$ cat src/rtl/rptr_empty.sv
// Read-side pointer and empty/level logic for an asynchronous FIFO.
// Syncs the Gray write pointer into RCLK and owns the read pointer, read data register and flags.
module rptr_empty #(
  parameter int unsigned DATA_SIZE = 16,
  parameter int unsigned ADDR_SIZE = 4,
  parameter int unsigned AE_THRESH = 1
) (
  input  logic                 RCLK,
  input  logic                 RRST_N,
  input  logic                 RINC,
  input  logic [ADDR_SIZE:0]   WPTR_GRAY,
  input  logic [DATA_SIZE-1:0] RAM_RDATA,
  output logic [ADDR_SIZE-1:0] RADDR,
  output logic [ADDR_SIZE:0]   RPTR_GRAY,
  output logic [DATA_SIZE-1:0] RDATA,
  output logic                 RVALID,
  output logic                 REMPTY,
  output logic                 RAEMPTY,
  output logic [ADDR_SIZE:0]   RLEVEL,
  output logic                 RUNDERFLOW
);

  localparam int unsigned PW = ADDR_SIZE + 1;
  localparam logic [PW-1:0] AeThresh = PW'(AE_THRESH);

  function automatic logic [PW-1:0] gray2bin(input logic [PW-1:0] g);
    logic [PW-1:0] b;
    b[PW-1] = g[PW-1];
    for (int i = PW - 2; i >= 0; i--) begin
      b[i] = b[i+1] ^ g[i];
    end
    return b;
  endfunction

  logic [PW-1:0] wq1_q, wq2_q;
  logic [PW-1:0] rbin_q, rbin_d;
  logic [PW-1:0] rgray_q, rgray_d;
  logic [PW-1:0] level_d;
  logic [DATA_SIZE-1:0] rdata_q, rdata_d;
  logic          rvalid_q, rempty_q, raempty_q, runderflow_q;
  logic [PW-1:0] rlevel_q;
  logic          ren;

  always_comb begin
    ren     = RINC & ~rempty_q;
    rbin_d  = rbin_q + {{ADDR_SIZE{1'b0}}, ren};
    rgray_d = (rbin_d >> 1) ^ rbin_d;
    // Compared against the current wq2; a write only shows up once it has crossed both flops.
    level_d = gray2bin(wq2_q) - rbin_d;
    rdata_d = ren ? RAM_RDATA : rdata_q;
  end

  always_ff @(posedge RCLK) begin
    if (!RRST_N) begin
      wq1_q        <= '0;
      wq2_q        <= '0;
      rbin_q       <= '0;
      rgray_q      <= '0;
      rdata_q      <= '0;
      rvalid_q     <= 1'b0;
      rempty_q     <= 1'b1;
      raempty_q    <= 1'b1;
      rlevel_q     <= '0;
      runderflow_q <= 1'b0;
    end else begin
      wq1_q        <= WPTR_GRAY;
      wq2_q        <= wq1_q;
      rbin_q       <= rbin_d;
      rgray_q      <= rgray_d;
      rdata_q      <= rdata_d;
      rvalid_q     <= ren;
      rempty_q     <= (rgray_d == wq2_q);
      raempty_q    <= (level_d <= AeThresh);
      rlevel_q     <= level_d;
      runderflow_q <= RINC & rempty_q;
    end
  end

  assign RADDR      = rbin_q[ADDR_SIZE-1:0];
  assign RPTR_GRAY  = rgray_q;
  assign RDATA      = rdata_q;
  assign RVALID     = rvalid_q;
  assign REMPTY     = rempty_q;
  assign RAEMPTY    = raempty_q;
  assign RLEVEL     = rlevel_q;
  assign RUNDERFLOW = runderflow_q;

endmodule

$ cat config.mk
export PLATFORM = sky130hd
export DESIGN_NAME = rptr_empty
export DESIGN_NICKNAME = d
export VERILOG_FILES = /design/src/rtl/rptr_empty.sv
export SDC_FILE = /design/constraint.sdc
export NUM_CORES = 1
export LEC_CHECK = 0
export ABC_CLOCK_PERIOD_IN_PS = 3600
export CAP_MARGIN = 25
export CORE_MARGIN = 1
export CORE_UTILIZATION = 42
export CTS_BUF_LIST = sky130_fd_sc_hd__clkbuf_8
export CTS_CLUSTER_SIZE = 8
export DETAILED_ROUTE_END_ITERATION = 7
export GPL_TIMING_DRIVEN = 1
export PLACE_DENSITY_LB_ADDON = 0.2
export SLEW_MARGIN = 20
export SYNTH_ARGS = -nofsm -noshare
export SYNTH_HDL_FRONTEND = slang
export SYNTH_SLANG_ARGS = --single-unit
$ cat constraint.sdc
create_clock -name RCLK -period 3.6 [get_ports RCLK]
set_input_delay 0.72 -clock RCLK [delete_from_list [all_inputs] [get_ports RCLK]]
set_output_delay 0.72 -clock RCLK [all_outputs]
set_load 0.02 [all_outputs]
==> reports/metrics.cfg, run 1 <==
[yosys]
syn-num-nets=210
netlist_area_um2=1690
seq_area_frac_synth_pct=52.1
synth_top_family_by_area=simple AND/OR/NAND/NOR gates
synthXorXnorAreaFrac_pct=9.70
synthArstFlopShare_pct=0
ys_ff_latch=44
synthMuxAreaShare_pct=1.19
ys_types=30
yosys_warnings=0
synth_ff_type=dfxtp_1
synth-simple-area-share_pct=20.0
avgSynthCellArea_um2=9.44
synth_compound_area_share_pct=8.15
synth_fa_ha_area_share_pct=5.63
synth_cells=179
synth-edff-count=0

[timing]
period_share_pct=84.1
slew_violations=0
min_period_ns=3.03
relSlewSlack_pct=68.4
tightest_slew_ns=0.472
rsz0062_at_grt=no
fin_tns_setup_ns=0
fmax_ghz=0.330
fin_worst_skew_ns=0.00410
hold-worst-slack_ns=0.426
final_hold_viol_count=0
setup_violations=0

[detailed_routing]
dr.pass1.iters=4
wl_per_cell_um=11.5
via_count=1358
drc=0
drt_iter0_drc=43
wl_um=3340
drtAntennaViolNets=0
viasPerCell=4.68

[power_and_ir_drop]
ir_drop_uv=276
seqPwrFrac_pct=50.8
p_int_uw=777
sw_frac_of_total_pct=26.5
combPwrFrac_pct=23.2
p_sw_uw=280
p_clk_share_pct=26.0
power_density_nw_per_um2=438
p_leak_nw=0.958

[critical_path]
rr_worst_depth=9
crit_path_cell_trace=clkdlybuf4s50_1, nand2b_1, clkinv_1, ha_1, ha_1, xor2_1, clkinv_1, ha_1, a221oi_2, xnor2_1, a2111oi_2
cp_common_cell=ha_1
startpoint_type=input port
critPathKind=input port to register
worst-path-buf-inv=3
crit_path_end=RAEMPTY
regToRegEndpoint=RAEMPTY
crit_fanout=3
crit_family=adder cells
cp-end-kind=register
max_stage_delay_ns=0.42
slowest_stage=clkdlybuf4s50_1
cp-startpoint=RINC
cp.depth=11
r2r_slack_ns=0.67
crit_required_ns=3.79
reg2reg_from=wq2_q[4]
arrival_ns=3.22

[global_route]
grt_pass1_vias=1248
antenna_found_initial=0
grt_max_degree=30
met2_usage_pct=29.5
grt_use_met1_pct=17.3
grt_util_all_layers_pct=16.5
grt_pass1_wl_um=5330
grt_use_met3_pct=5.73
grt-busiest-layer=met2
grt_overflow=0

[placed_design]
place_congestion=0.790
portBuffers=57
dp_hpwl_um=2510

[outcome]
outcome=completed

[clocking]
clkTransAtPathRegs_ns=0.07
tritoncts=built
cts-resized-gates=0
cts-root-buf=clkbuf_8
h-tree-depth=2
post-cts-setup-buffer-count=0
clock-sinks=44
clock_latency_ns=0.28
cts_buffers=5
ctsHoldBuffers=0
cts.path.max_buffers=2

[die]
start_util_pct=44.8
fp.dieW_um=65.4
die-area_um2=4280
coreArea_um2=3770
rows=22
io_pins=58
die_h_um=65.4

[layout]
antenna_cells=0
area_growth_syn_to_layout_pct=43.0
multi_input_area_um2=754
drive_above_1_share_pct=6.61
layout.nets=273
seqCellArea_um2=881
n_fill_cell=333
final_common_cell=clkdlybuf4s50_1
layout_common_cells=clkdlybuf4s50_1, dfxtp_1, nand2_1

[flow_run]
maxCapViolCount=0

[min_path]
hp-class=register to register

## worst min path at each step
stage / startpoint / endpoint / slack [ns] / depth (start not counted)
2_1_floorplan: wq1_q[2] / wq2_q[2] / 0.41 / 1
5_1_grt: wq1_q[2] / wq2_q[2] / 0.45 / 1
3_3_place_gp: wq1_q[2] / wq2_q[2] / 0.41 / 1
3_5_place_dp: wq1_q[2] / wq2_q[2] / 0.41 / 1
4_1_cts: wq1_q[2] / wq2_q[2] / 0.43 / 1
6_report: wq1_q[2] / wq2_q[2] / 0.43 / 1
## power groups by stage
stage	registers, mW	clock network, mW	logic, mW
floorplan	0.586	0	0.100
global placement	0.546	0	0.246
detailed placement	0.548	0	0.248
CTS	0.537	0.285	0.249
global route	0.540	0.304	0.266
finish	0.536	0.275	0.246
## flip-flops by register name (all words and copies together) (netlist names)
signal	cells
rbin_q	5
RDATA	16
wq1_q	5
wq2_q	5
REMPTY	1
RVALID	1
RPTR_GRAY	4
RLEVEL	5
RAEMPTY	1
RUNDERFLOW	1
## cell type report
| cell class | instances | area share, % |
|---|---|---|
| timing repair buffer | 63 | 25.5 |
| clock buffer | 5 | 2.85 |
| sequential | 44 | 36.5 |
| tap | 48 | 2.49 |
| inverter | 7 | 1.09 |
| multi-input combinational | 121 | 31.2 |
| clock inverter | 2 | 0.363 |
## synthesized netlist by cell type (2+ instances only)
library cell | n | area share (%)
nand2_1 | 32 | 7.1
inv_1 | 5 | 1.1
xnor2_1 | 6 | 3.1
clkinv_1 | 2 | 0.44
o21ai_0 | 2 | 0.59
nor2_1 | 13 | 2.9
dfxtp_1 | 44 | 52
mux2i_1 | 2 | 1.2
and2_1 | 11 | 4.1
ha_1 | 6 | 4.4
nor2b_1 | 3 | 1.1
nor3_1 | 2 | 0.59
a21oi_1 | 18 | 5.3
nand3b_1 | 2 | 0.89
xor2_1 | 10 | 5.2
nand3_1 | 3 | 0.89
clkbuf_1 | 4 | 0.89
buf_1 | 2 | 0.44
## logic make-up (layout without fill, tap and decap cells)
logic type	Yosys count	in the layout
fa+ha+maj	7	7
mux	2	2
buf+inv	14	77
xor+xnor	17	17
simple gates	72	72
compound gates	23	23
flops	44	44
## metrics by stage
stage	util, %	worst slack (ns)	power [mW]	std cells	area, um2
floorplan	-	0.117	0.686	179	1690
global placement	62.0	0.353	0.792	283	2340
detailed placement	62.0	0.274	0.796	283	2340
CTS	64.0	0.561	1.07	290	2410
global route	64.0	0.374	1.11	290	2410
finish	64.0	0.574	1.06	290	2410
## layer usage
metal  share of wire, %  up-vias
met1                 42      618
li1                   -      694
met5                  0        -
met2                 50       41
met4                1.0        0
met3                6.9        5
No activity file was read; power rests on OpenSTA's default activity.
==> inputs of run 2 (changes only) <==
Settings changed: ABC_CLOCK_PERIOD_IN_PS 3600 to 2500.
Clock period 3.6 ns to 2.5 ns, I/O delays scaled along.
==> reports/metrics.cfg, run 2 (synthesized netlist as in run 1, its figures left out) <==
[timing]
period_share_pct=97.5
slew_violations=0  ; unchanged
fmax_ghz=0.410
fin_tns_setup_ns=0  ; unchanged
final_hold_viol_count=0  ; unchanged
rsz0062_at_grt=yes
worst_slack_ns=0.0620  ; -0.512 ns
tightest_slew_ns=0.331  ; -0.142 ns
setup_violations=0  ; unchanged
fin_worst_skew_ns=0.00810  ; +0.00400 ns
min_period_ns=2.44
relSlewSlack_pct=77.8  ; +9.4 points

[critical_path]
critPathKind=register to register
cp-end-kind=register
arrival_ns=2.63  ; -0.59 ns
crit_family=XOR/XNOR gates
startpoint_type=register
crit_required_ns=2.69  ; -1.10 ns
r2r_slack_ns=0.06  ; -0.61 ns
worst-path-buf-inv=0  ; -3
crit_path_cell_trace=xnor3_2, xor2_2, xor2_1, ha_2, fa_2, nor2b_4, a221oi_2, xnor2_1, a2111oi_2
crit_fanout=2  ; -1
slowest_stage=xnor3_2
max_stage_delay_ns=0.44  ; +0.02 ns

[detailed_routing]
wl_met2_um=1920  ; +16%
via_count=1471  ; +8.3%
wl_per_cell_um=12.4  ; +7.7%
drt_iter0_drc=65  ; +51%
drc=0  ; unchanged
dr.pass1.iters=4  ; unchanged
viasPerCell=4.78  ; +2.0%
drtAntennaViolNets=0  ; unchanged
top_layer_used=met4
wl_met1_um=1580  ; +11%
wl_met3_um=239  ; +3.5%
wl_um=3820  ; +14%

[global_route]
grt_pass1_vias=1473  ; +18%
grt_overflow=0  ; unchanged
grt_pass1_wl_um=6330  ; +19%
grt_util_all_layers_pct=19.7  ; +3.2 points
antenna_found_initial=0  ; unchanged
grt_max_degree=27  ; -10%

[clocking]
clock-sinks=44  ; unchanged
h-tree-depth=2  ; unchanged
cts-root-buf=clkbuf_8
clock_latency_ns=0.30  ; +0.02 ns
cts_buffers=5  ; unchanged
cts.path.max_buffers=2  ; unchanged
clkTransAtPathRegs_ns=0.08  ; about the same
tritoncts=built
ctsHoldBuffers=0  ; unchanged

[placed_design]
place_congestion=0.754  ; -4.6%
dp.cells=298  ; +5.3%
postPlaceCellArea_um2=2580  ; +11%
dp_slack_ns=-0.341  ; -0.615 ns
portBuffers=57  ; unchanged
dp_hpwl_um=2870  ; +14%

[outcome]
outcome=completed

[die]
rows=22  ; unchanged
die-area_um2=4280  ; unchanged
die_h_um=65.4  ; unchanged
coreArea_um2=3770  ; unchanged
io_pins=58  ; unchanged
start_util_pct=44.8  ; unchanged
fp.dieW_um=65.4  ; unchanged

[layout]
drive_above_1_share_pct=20.0  ; +13 points
layout.nets=290  ; +6.2%
final_area_um2=2720  ; +13%
area_growth_syn_to_layout_pct=60.9
layout_common_cells=clkdlybuf4s50_1, dfxtp_1, nand2_1
largest_register_ffs=16  ; unchanged
antenna_cells=0  ; unchanged
final_common_cell=clkdlybuf4s50_1
instances_no_fill=308  ; +6.2%
utilization_pct=72.1  ; +8.0 points

[power_and_ir_drop]
p_leak_nw=1.09  ; +14%
ir_drop_uv=494  ; +79%
power_density_nw_per_um2=633  ; +45%

[flow_run]
maxCapViolCount=0  ; unchanged

[min_path]
hp-class=register to register

## run 2: cell count changes in the layout (fill, tap and decap cells not counted), sizes merged
cell	previous run	this run
buf	6	23
dlymetal6s2s	0	1
bufinv	0	1
clkdlybuf4s50	57	56
## run 2: metrics by stage
| stage | hold WS (ns) | power (mW) |
|---|---|---|
| 2_1_floorplan | 0.406 | 1.02 |
| 3_3_place_gp | 0.410 | 1.19 |
| 5_1_grt | 0.450 | 1.81 |
| 4_1_cts | 0.432 | 1.73 |
| 3_5_place_dp | 0.414 | 1.21 |
| 6_report | 0.436 | 1.72 |
## run 2: timing repair
item                                    4_1_cts  5_1_grt
endpoints found under the hold margin         0        0
pin swaps                                     2        2
buffers inserted                              1        1
resized for setup                             2        3
endpoints found under the setup margin        1        2
## run 2: layout make-up
| cell class | count | area (um2) |
|---|---|---|
| timing repair buffer | 80 | 746 |
| multi-input combinational | 121 | 881 |
| inverter | 7 | 40.0 |
| clock buffer | 5 | 68.8 |
| fill | 301 | 1050 |
| tap | 48 | 60.1 |
| clock inverter | 3 | 38.8 |
| sequential | 44 | 883 |
## run 2: final timing paths
| check | startpoint | endpoint | cells after the start |
|---|---|---|---|
| max | wq2_q[2] | RAEMPTY | 9 |
| min | wq1_q[4] | wq2_q[4] | 1 |
| max reg2reg | wq2_q[2] | RAEMPTY | 9 |
| min reg2reg | wq1_q[4] | wq2_q[4] | 1 |
## run 2: metal layers
metal  track usage (%)  vias up
met3              6.94       11
met5                 0        -
met4              7.07        0
met1              21.6      680
li1                  -      733
met2              34.8       47
## run 2: report_power, final
group / switching [mW] / internal, mW / total (mW)
Clock: 0.230 / 0.292 / 0.523
Combinational: 0.197 / 0.227 / 0.423
Sequential: 0.0212 / 0.753 / 0.774
Total: 0.448 / 1.27 / 1.72
==> inputs of run 3 (changes only) <==
Settings changed: CORE_ASPECT_RATIO from default to 0.8.
==> reports/metrics.cfg, run 3 (synthesized netlist as in run 1, its figures left out) <==
[critical_path]
critPathKind=register to register
startpoint_type=register
arrival_ns=2.60  ; -0.03 ns
reg2reg_from=wq2_q[3]
crit_fanout=2  ; unchanged
cp-end-kind=register
cp-startpoint=wq2_q[3]
crit_required_ns=2.69  ; about the same

[timing]
setup_violations=0  ; unchanged
fmax_ghz=0.414  ; +0.90%
slew_violations=0  ; unchanged
period_share_pct=96.6  ; -0.87 points
tightest_slew_ns=0.288  ; -0.0424 ns
fin_worst_skew_ns=0.00850  ; +0.000402 ns
final_hold_viol_count=0  ; unchanged
fin_tns_setup_ns=0  ; unchanged
min_period_ns=2.42  ; -0.0218 ns
rsz0062_at_grt=yes
relSlewSlack_pct=80.7  ; +2.8 points

[layout]
largest_register_ffs=16  ; unchanged
area_growth_syn_to_layout_pct=60.4
n_fill_cell=310  ; +3.0%
utilization_pct=70.8  ; -1.3 points
layout.nets=289  ; -0.34%
drive_above_1_share_pct=19.3  ; -0.69 points
multi_input_area_um2=876  ; -0.57%
antenna_cells=0  ; unchanged
instances_no_fill=314  ; +1.9%
final_common_cell=clkdlybuf4s50_1
final_area_um2=2710  ; -0.28%
layout_common_cells=clkdlybuf4s50_1, dfxtp_1, nand2_1
seqCellArea_um2=883  ; unchanged

[die]
rows=20  ; -9.1%
die-area_um2=4280  ; about the same
io_pins=58  ; unchanged
start_util_pct=44.1  ; -0.67 points
fp.dieW_um=72.9  ; +11%
coreArea_um2=3830  ; +1.5%
die_h_um=58.7  ; -10%

[clocking]
clock_latency_ns=0.29  ; about the same
cts_buffers=5  ; unchanged
cts-root-buf=clkbuf_8
clock-sinks=44  ; unchanged
tritoncts=built
h-tree-depth=2  ; unchanged
ctsHoldBuffers=0  ; unchanged
clkTransAtPathRegs_ns=0.07  ; about the same
cts.path.max_buffers=2  ; unchanged

[global_route]
grt_max_degree=26  ; -3.7%
grt_pass1_wl_um=5830  ; -7.9%
grt_overflow=0  ; unchanged
antenna_found_initial=0  ; unchanged
grt_util_all_layers_pct=18.5  ; -1.2 points
grt_pass1_vias=1309  ; -11%

[detailed_routing]
drtAntennaViolNets=0  ; unchanged
dr.pass1.iters=4  ; unchanged
wl_per_cell_um=11.4  ; -8.0%
viasPerCell=4.61  ; -3.4%
wl_um=3590  ; -6.2%
drt_iter0_drc=43  ; -34%
drc=0  ; unchanged
via_count=1449  ; -1.5%

[placed_design]
place_congestion=0.787  ; +4.4%
dp_hpwl_um=2770  ; -3.4%
dp.cells=305  ; +2.3%
portBuffers=57  ; unchanged
postPlaceCellArea_um2=2590  ; +0.34%

[power_and_ir_drop]
power.total_mw=1.71  ; -0.84%
p_leak_nw=1.08  ; -1.2%
power_density_nw_per_um2=629  ; -0.57%
ir_drop_uv=456  ; -7.7%

[outcome]
outcome=completed

[flow_run]
maxCapViolCount=0  ; unchanged

[min_path]
hold_start=wq1_q[2]
hp-class=register to register

-- run 3: cell count changes in the layout (fill, tap and decap cells not counted), sizes merged --
cell,previous run,this run
dlygate4sd2,0,1
dlymetal6s2s,1,0
buf,23,22
-- run 3: cell type report --
class | instances | share of cell area [%]
clock inverters | 3 | 1.43
flip-flops and latches | 44 | 32.6
inverters | 7 | 1.48
multi-input cells | 121 | 32.3
well taps | 55 | 2.54
repair buffers | 79 | 27.1
clock buffers | 5 | 2.54
-- run 3: layer usage --
metal | share of wire [%] | GRT usage [%]
met1 | 44 | 21.9
met2 | 49 | 31.5
met3 | 5.6 | 6.16
met4 | 1.3 | 6.72
met5 | 0 | 0
-- run 3: what timing repair did --
item / in CTS / in global routing
endpoints found under the setup margin: 1 / 1
pin swaps: 2 / 0
buffers inserted: 1 / 0
gates resized for setup: 1 / 2
-- run 3: critical path, stage by stage (launching register included) --
cell and delay, ns:
dfxtp_2 0.33, xnor3_2 0.45, xor2_2 0.17, xor2_1 0.15
ha_2 0.20, fa_2 0.38, nor2b_4 0.12, a221oi_2 0.06
xnor2_1 0.17, a2111oi_2 0.30
-- run 3: metrics by stage --
step                      hold slack [ns]  setup WS, ns
after floorplan                     0.406        0.0189
after global placement              0.411        -0.280
after detailed placement            0.412        -0.301
after CTS                           0.429        0.0125
after global routing                0.444       -0.0589
final                               0.427        0.0838
-- run 3: power breakdown --
group          switching [mW]  internal [mW]  total (mW)
combinational           0.190          0.221       0.411
clock                   0.228          0.292       0.521
sequential             0.0212          0.753       0.774
-- run 3: final timing paths --
check	to	cells past startpoint	slack [ns]
min	wq2_q[2]	1	0.43
max reg2reg	RAEMPTY	9	0.08
max	RAEMPTY	9	0.08
min reg2reg	wq2_q[2]	1	0.43
